--- src/rtl/regfile_wr_arbiter_pkg.sv ---
// Shared widths, FIFO entry layout, stall FSM states and a register one-hot decoder
// for the regfile write-port arbiter.
package regfile_wr_arbiter_pkg;

    localparam int RF_AW   = 5;
    localparam int RF_DW   = 32;
    localparam int RF_REGS = 1 << RF_AW;

    typedef struct packed {
        logic             valid;
        logic [RF_AW-1:0] addr;
        logic [RF_DW-1:0] data;
    } rf_entry_t;

    typedef enum logic [1:0] {
        ST_IDLE    = 2'd0,
        ST_WAITING = 2'd1,
        ST_STALL   = 2'd2
    } arb_state_e;

    function automatic logic [RF_REGS-1:0] onehot(input logic [RF_AW-1:0] a);
        logic [RF_REGS-1:0] oh;
        oh    = '0;
        oh[a] = 1'b1;
        return oh;
    endfunction

endpackage

--- src/rtl/regfile_wr_arbiter_wr_fifo.sv ---
// LU result FIFO: DEPTH entries, head peek, and per-entry valid clear on a write-back
// address match so a younger write-back kills the older queued result.
module regfile_wr_arbiter_wr_fifo
    import regfile_wr_arbiter_pkg::*;
#(
    parameter int DEPTH = 4
) (
    input  logic                         clk,
    input  logic                         rst,
    input  logic                         push,
    input  logic [RF_AW-1:0]             push_addr,
    input  logic [RF_DW-1:0]             push_data,
    input  logic                         pop,
    input  logic                         clr_en,
    input  logic [RF_AW-1:0]             clr_addr,
    output rf_entry_t                    head,
    output logic                         empty,
    output logic                         full,
    output rf_entry_t                    entries [DEPTH],
    output logic [$clog2(DEPTH+1)-1:0]   clr_num
);

    localparam int PW = $clog2(DEPTH);
    localparam int CW = PW + 1;
    localparam int NW = $clog2(DEPTH + 1);

    rf_entry_t      mem_q [DEPTH];
    rf_entry_t      mem_d [DEPTH];
    logic [PW-1:0]  wr_q, wr_d, rd_q, rd_d;
    logic [CW-1:0]  cnt_q, cnt_d;

    // Clear first, then push: an entry written this cycle is never hit by this cycle's clear.
    always_comb begin
        mem_d   = mem_q;
        wr_d    = wr_q;
        rd_d    = rd_q;
        clr_num = '0;
        if (clr_en) begin
            for (int i = 0; i < DEPTH; i++) begin
                if (mem_q[i].valid && (mem_q[i].addr == clr_addr)) begin
                    mem_d[i].valid = 1'b0;
                    clr_num        = clr_num + NW'(1);
                end
            end
        end
        if (pop) begin
            mem_d[rd_q].valid = 1'b0;
            rd_d              = rd_q + PW'(1);
        end
        if (push) begin
            mem_d[wr_q] = '{valid: 1'b1, addr: push_addr, data: push_data};
            wr_d        = wr_q + PW'(1);
        end
        cnt_d = cnt_q + CW'(push) - CW'(pop);
    end

    always_ff @(posedge clk or negedge rst) begin
        if (!rst) begin
            mem_q <= '{default: '0};
            wr_q  <= '0;
            rd_q  <= '0;
            cnt_q <= '0;
        end else begin
            mem_q <= mem_d;
            wr_q  <= wr_d;
            rd_q  <= rd_d;
            cnt_q <= cnt_d;
        end
    end

    assign head    = mem_q[rd_q];
    assign empty   = (cnt_q == '0);
    assign full    = (cnt_q == CW'(DEPTH));
    assign entries = mem_q;

endmodule

--- src/rtl/regfile_wr_arbiter.sv ---
// Regfile write-port arbiter: write-back always wins, LU results queue and drain into idle
// port cycles; a starvation FSM raises a registered stall request to force a bubble.
module regfile_wr_arbiter
    import regfile_wr_arbiter_pkg::*;
#(
    parameter int DEPTH    = 4,
    parameter int MAX_WAIT = 8,
    parameter int AW       = RF_AW,
    parameter int DW       = RF_DW
) (
    input  logic              clk,
    input  logic              rst,
    input  logic              wb_we,
    input  logic [AW-1:0]     wb_waddr,
    input  logic [DW-1:0]     wb_wdata,
    input  logic              lu_valid,
    output logic              lu_ready,
    input  logic [AW-1:0]     lu_waddr,
    input  logic [DW-1:0]     lu_wdata,
    output logic              rf_we,
    output logic [AW-1:0]     rf_waddr,
    output logic [DW-1:0]     rf_wdata,
    output logic [2**AW-1:0]  pend_mask,
    output logic              stall_req,
    output logic [7:0]        cancel_cnt,
    output arb_state_e        dbg_state
);

    // LU handshake: a result transfers on any cycle with lu_valid && lu_ready; lu_ready is
    // !full of the current cycle (no pop-to-push bypass), and r0 results handshake but are dropped.

    localparam int WCW = $clog2(MAX_WAIT + 1);
    localparam logic [WCW-1:0] WAIT_LAST = WCW'(MAX_WAIT - 1);

    logic                         wb_active, head_valid, blocked;
    logic                         push, pop, empty, full;
    rf_entry_t                    head;
    rf_entry_t                    entries [DEPTH];
    logic [$clog2(DEPTH+1)-1:0]   clr_num;
    arb_state_e                   state_q, state_d;
    logic [WCW-1:0]               wait_q, wait_d;
    logic [7:0]                   cancel_q, cancel_d;
    logic [8:0]                   cancel_sum;

    assign wb_active  = rst && wb_we && (wb_waddr != '0);
    assign head_valid = !empty && head.valid;
    assign blocked    = head_valid && wb_active;
    assign lu_ready   = !full;
    assign push       = lu_valid && !full && (lu_waddr != '0);
    // A cancelled head pops even while write-back owns the port.
    assign pop        = !empty && !blocked;

    regfile_wr_arbiter_wr_fifo #(.DEPTH(DEPTH)) u_wr_fifo (
        .clk       (clk),
        .rst       (rst),
        .push      (push),
        .push_addr (lu_waddr),
        .push_data (lu_wdata),
        .pop       (pop),
        .clr_en    (wb_active),
        .clr_addr  (wb_waddr),
        .head      (head),
        .empty     (empty),
        .full      (full),
        .entries   (entries),
        .clr_num   (clr_num)
    );

    always_comb begin
        rf_we    = 1'b0;
        rf_waddr = '0;
        rf_wdata = '0;
        if (wb_active) begin
            rf_we    = 1'b1;
            rf_waddr = wb_waddr;
            rf_wdata = wb_wdata;
        end else if (head_valid) begin
            rf_we    = 1'b1;
            rf_waddr = head.addr;
            rf_wdata = head.data;
        end
    end

    always_comb begin
        pend_mask = '0;
        for (int i = 0; i < DEPTH; i++) begin
            if (entries[i].valid) pend_mask = pend_mask | onehot(entries[i].addr);
        end
    end

    always_comb begin
        state_d = state_q;
        wait_d  = '0;
        if (blocked) wait_d = (wait_q == WAIT_LAST) ? wait_q : wait_q + WCW'(1);
        case (state_q)
            ST_IDLE, ST_WAITING: begin
                if (blocked && (wait_q == WAIT_LAST)) state_d = ST_STALL;
                else if (blocked)                     state_d = ST_WAITING;
                else                                  state_d = ST_IDLE;
            end
            ST_STALL: if (!blocked) state_d = ST_IDLE;
            default:  state_d = ST_IDLE;
        endcase
        cancel_sum = {1'b0, cancel_q} + 9'(clr_num);
        cancel_d   = cancel_sum[8] ? 8'hFF : cancel_sum[7:0];
    end

    always_ff @(posedge clk or negedge rst) begin
        if (!rst) begin
            state_q  <= ST_IDLE;
            wait_q   <= '0;
            cancel_q <= '0;
        end else begin
            state_q  <= state_d;
            wait_q   <= wait_d;
            cancel_q <= cancel_d;
        end
    end

    assign stall_req  = (state_q == ST_STALL);
    assign cancel_cnt = cancel_q;
    assign dbg_state  = state_q;

endmodule

--- config.mk ---
export PLATFORM = sky130hd
export DESIGN_NAME = regfile_wr_arbiter
export DESIGN_NICKNAME = d
export VERILOG_FILES = /design/src/rtl/regfile_wr_arbiter_pkg.sv /design/src/rtl/regfile_wr_arbiter_wr_fifo.sv /design/src/rtl/regfile_wr_arbiter.sv
export SDC_FILE = /design/constraint.sdc
export NUM_CORES = 1
export LEC_CHECK = 0
export CAP_MARGIN = 25
export CELL_PAD_IN_SITES_DETAIL_PLACEMENT = 1
export CELL_PAD_IN_SITES_GLOBAL_PLACEMENT = 1
export CORE_MARGIN = 2
export CORE_UTILIZATION = 30
export CTS_BUF_LIST = sky130_fd_sc_hd__clkbuf_4 sky130_fd_sc_hd__clkbuf_8
export DETAILED_ROUTE_END_ITERATION = 7
export GPL_TIMING_DRIVEN = 1
export PLACE_DENSITY_LB_ADDON = 0.1
export SLEW_MARGIN = 25
export SYNTH_ARGS = -nofsm -noshare
export SYNTH_HDL_FRONTEND = slang
export SYNTH_HIERARCHICAL = 1
export SYNTH_SLANG_ARGS = --single-unit
--- constraint.sdc ---
create_clock -name clk -period 3.6 [get_ports clk]
set_clock_uncertainty 0.05 [all_clocks]
set_input_delay 1.08 -clock clk [delete_from_list [all_inputs] [get_ports clk]]
set_output_delay 1.08 -clock clk [all_outputs]
set_load 0.05 [all_outputs]
==> results of run 1 <==
## timing repair
item	4_1_cts	5_1_grt
resized for setup	57	22
hold endpoints to repair	0	0
gates cloned	1	0
setup buffers	7	3
hold buffers	0	0
pin swaps	9	8
endpoints found under the setup margin	51	59
## final cells by class
cell class / instances / area (µm²)
Fill cell: 3444 / 18500
Multi-Input combinational cell: 565 / 5680
Sequential cell: 173 / 4330
Timing Repair Buffer: 248 / 2730
Tap cell: 442 / 553
Clock buffer: 17 / 234
Clock inverter: 15 / 164
Inverter: 15 / 63.8
## critical path, delay by kind of cell
family | cells | cell delay [ns]
AOI/OAI and AO/OA | 2 | 0.36
and+or+nand+nor | 1 | 0.53
buffers and inverters | 6 | 0.74
## through the flow
step	worst slack [ns]	instances	hold WS, ns	util [%]	area [µm²]
floorplan	-0.319	807	0.424	-	10100
global placement	-0.985	1432	0.419	40.2	13000
detailed placement	-1.07	1432	0.430	40.2	13000
CTS	-0.270	1472	0.435	42.3	13600
global route	-0.285	1475	0.464	42.6	13800
finish	-0.247	1475	0.434	42.6	13800
## kinds of logic after synthesis
| logic type | count (synthesis) |
|---|---|
| multiplexers | 191 |
| flip-flops | 173 |
| AND/OR/NAND/NOR | 169 |
| AO/OA/AOI/OAI | 159 |
| buffers and inverters | 69 |
| XOR/XNOR | 27 |
| adder cells (fa/ha/maj) | 19 |
## layer usage
metal  GRT usage, %  share of wire [%]  routed length, µm  vias to the layer above
met4           4.22                1.2                363                        0
met2           32.9                 50              15700                      157
met5              0                  0                  0                        -
li1               -                  -                  -                     3491
met1           25.1                 45              14100                     3946
met3           2.79                3.7               1170                       22
## final timing paths
kind | end | start | cells after the start | slack (ns)
setup / recovery | rf_wdata[5] | wb_waddr[4] | 9 | -0.25
hold / removal | dbg_state[0]$_DFFE_PN0P_ | dbg_state[1]$_DFFE_PN0P_ | 1 | 0.43
setup reg to reg | cancel_cnt[5]$_DFF_PN0_ | u_wr_fifo/entries[108]$_DFFE_PN0P_ | 14 | 0.27
hold reg to reg | dbg_state[0]$_DFFE_PN0P_ | dbg_state[1]$_DFFE_PN0P_ | 1 | 0.43
max in group asynchronous | u_wr_fifo/rd_q[0]$_DFFE_PN0P_ | rst | 3 | 1.41
min in group asynchronous | u_wr_fifo/entries[77]$_DFFE_PN0P_ | rst | 2 | 0.68
## flip-flops by register name, summed over array words and instances (netlist names)
| signal | cells |
|---|---|
| cancel_cnt | 8 |
| dbg_state | 2 |
| u_wr_fifo/cnt_q | 3 |
| u_wr_fifo/entries | 152 |
| u_wr_fifo/rd_q | 2 |
| u_wr_fifo/wr_q | 2 |
| wait_q | 4 |
## where the power goes
| part | switching (mW) | leakage (nW) | internal [mW] |
|---|---|---|---|
| combinational | 4.01 | 3.26 | 3.71 |
| sequential | 0.706 | 2.07 | 2.88 |
| clock | 0.865 | 0.201 | 0.530 |
## placed cells by master (no fill, tap or decap), types with 6 or more instances in the layout
| master | synthesis | routed |
|---|---|---|
| a22oi_1 | 30 | 30 |
| and4b_1 | 6 | 6 |
| buf_12 | 0 | 47 |
| buf_4 | 0 | 100 |
| buf_6 | 3 | 8 |
| clkbuf_8 | 0 | 17 |
| clkdlybuf4s50_1 | 0 | 83 |
| dfrtp_1 | 173 | 171 |
| ha_1 | 17 | 13 |
| inv_1 | 14 | 12 |
| inv_8 | 0 | 6 |
| mux2_2 | 151 | 149 |
| mux4_2 | 38 | 38 |
| nand2_1 | 71 | 64 |
| nand2_2 | 0 | 7 |
| nand2b_1 | 9 | 9 |
| nand3_1 | 18 | 17 |
| nor2_1 | 10 | 10 |
| nor2b_1 | 13 | 12 |
| nor3_1 | 8 | 6 |
| o211ai_1 | 33 | 33 |
| o21ai_4 | 1 | 32 |
| o221ai_1 | 32 | 32 |
| xnor2_1 | 16 | 15 |
| xor2_1 | 11 | 9 |
==> metrics, run 1 <==
remaining antenna violation count 0; Final Hold Viols 0; max incr delay on CP 0.53 ns; drt initial violations 327; Crit path arrival time 2.72 ns; global-route wire length before repair 49,500 µm; DR WL/cell 21.2 µm; leakage power 5.53 nW; top-count cell post-synth dfrtp_1; CP max-delay cell or4_4; largest family of logic cells by synthesized area multiplexers; clock sinks 173; DRC 0; worst-margin pin slew 0.869 ns; via count of the first global-routing pass 8,289; worst hold-check path type reg2reg; Worst setup EP type output port; Primary FF master, synth dfrtp_1; compound-cell area share of the yosys netlist 11.7%; RSZ-0062 raised after global routing yes; Unique masters post-synth 54; Mapped Area 0.00975 mm²; drt total wl 31,300 µm; Synth Warn # 6; setup TNS -7.65 ns; Area growth syn-to-layout 41.0%; Slew HR 42.1%; #FFs+latches synth 173; routability-driven placement congestion ratio 0.821; Starting Density 30.2%; vias per cell 5.16; crit path kind in2out; Core ar. 0.0323 mm²; clock slew at reported path FFs 0.10 ns; Syn Inst Count 807; Required @ worst endpoint 2.47 ns; max_cap viols 0; syn_area_per_cell 12.1 µm²; CTS tree built; kind of start point of the critical path primary input; number of diodes 0; grt ovf 0; run status finished, violations left; final net count 1,117; Final WS setup -0.247 ns; multiplexer share of the synthesized area 26.4%; layout cells sized above 1 45.2%; Most common cell on crit path buf_12; Mapped Nets 904; area fraction in and, or, nand and nor cells after synthesis 9.34%; Power, Total 12.7 mW; Clock Tree Buf Depth 2; share of the synthesized area in the top cell type 44.4%; io pins 160; Post-DP HPWL 22,200 µm; Root Buffer clkbuf_8; failing checks negative setup slack; Peak VDD IR 0.486 mV; PD cells 924 mW/mm²; EDFF count, synth 0; xor/xnor share of the synthesized area 2.42%; cell taking the most area after synthesis dfrtp_1; final setup vio count 46; Seq/Total Area, Yosys 44.4%; Die ar. 0.0340 mm²; Area contributors post-synth dfrtp_1, mux2_2, mux4_2; DR vias 7,616; Max Clock Freq 260 MHz; All-Layer GR Usage 19.0%; critical-path cell list buf_8, buf_6, or4_4, o21ai_4, clkinv_4, buf_12, buf_12, o21ai_4, buf_12; Synth Area in Adders 2.59%; Port Buffers 159; fin crit period 3.85 ns; CTS buffer count 17; Worst Path Max Fanout 8; Async SR Flop Fraction 100%; top cells by count, synth dfrtp_1, mux2_2, nand2_1, mux4_2, o21ai_0; CTS H-tree depth 4; Max Slew Vio Count 0; Row Count 66; worst-skew pair later-pin latency 0.46 ns; First-pass DRT Iterations 4; largest net degree at the start of global routing 65; die width 184 µm; initial antenna violation count 0; Die Y 184 µm; fin crit share 107%
Power figures use the tool's default switching activity.
==> run 2: changes to the inputs <==
- GPL_ROUTABILITY_DRIVEN: not set -> 0
==> results of run 2 <==
Final layout, timing and power as in run 1 (identical DEF).
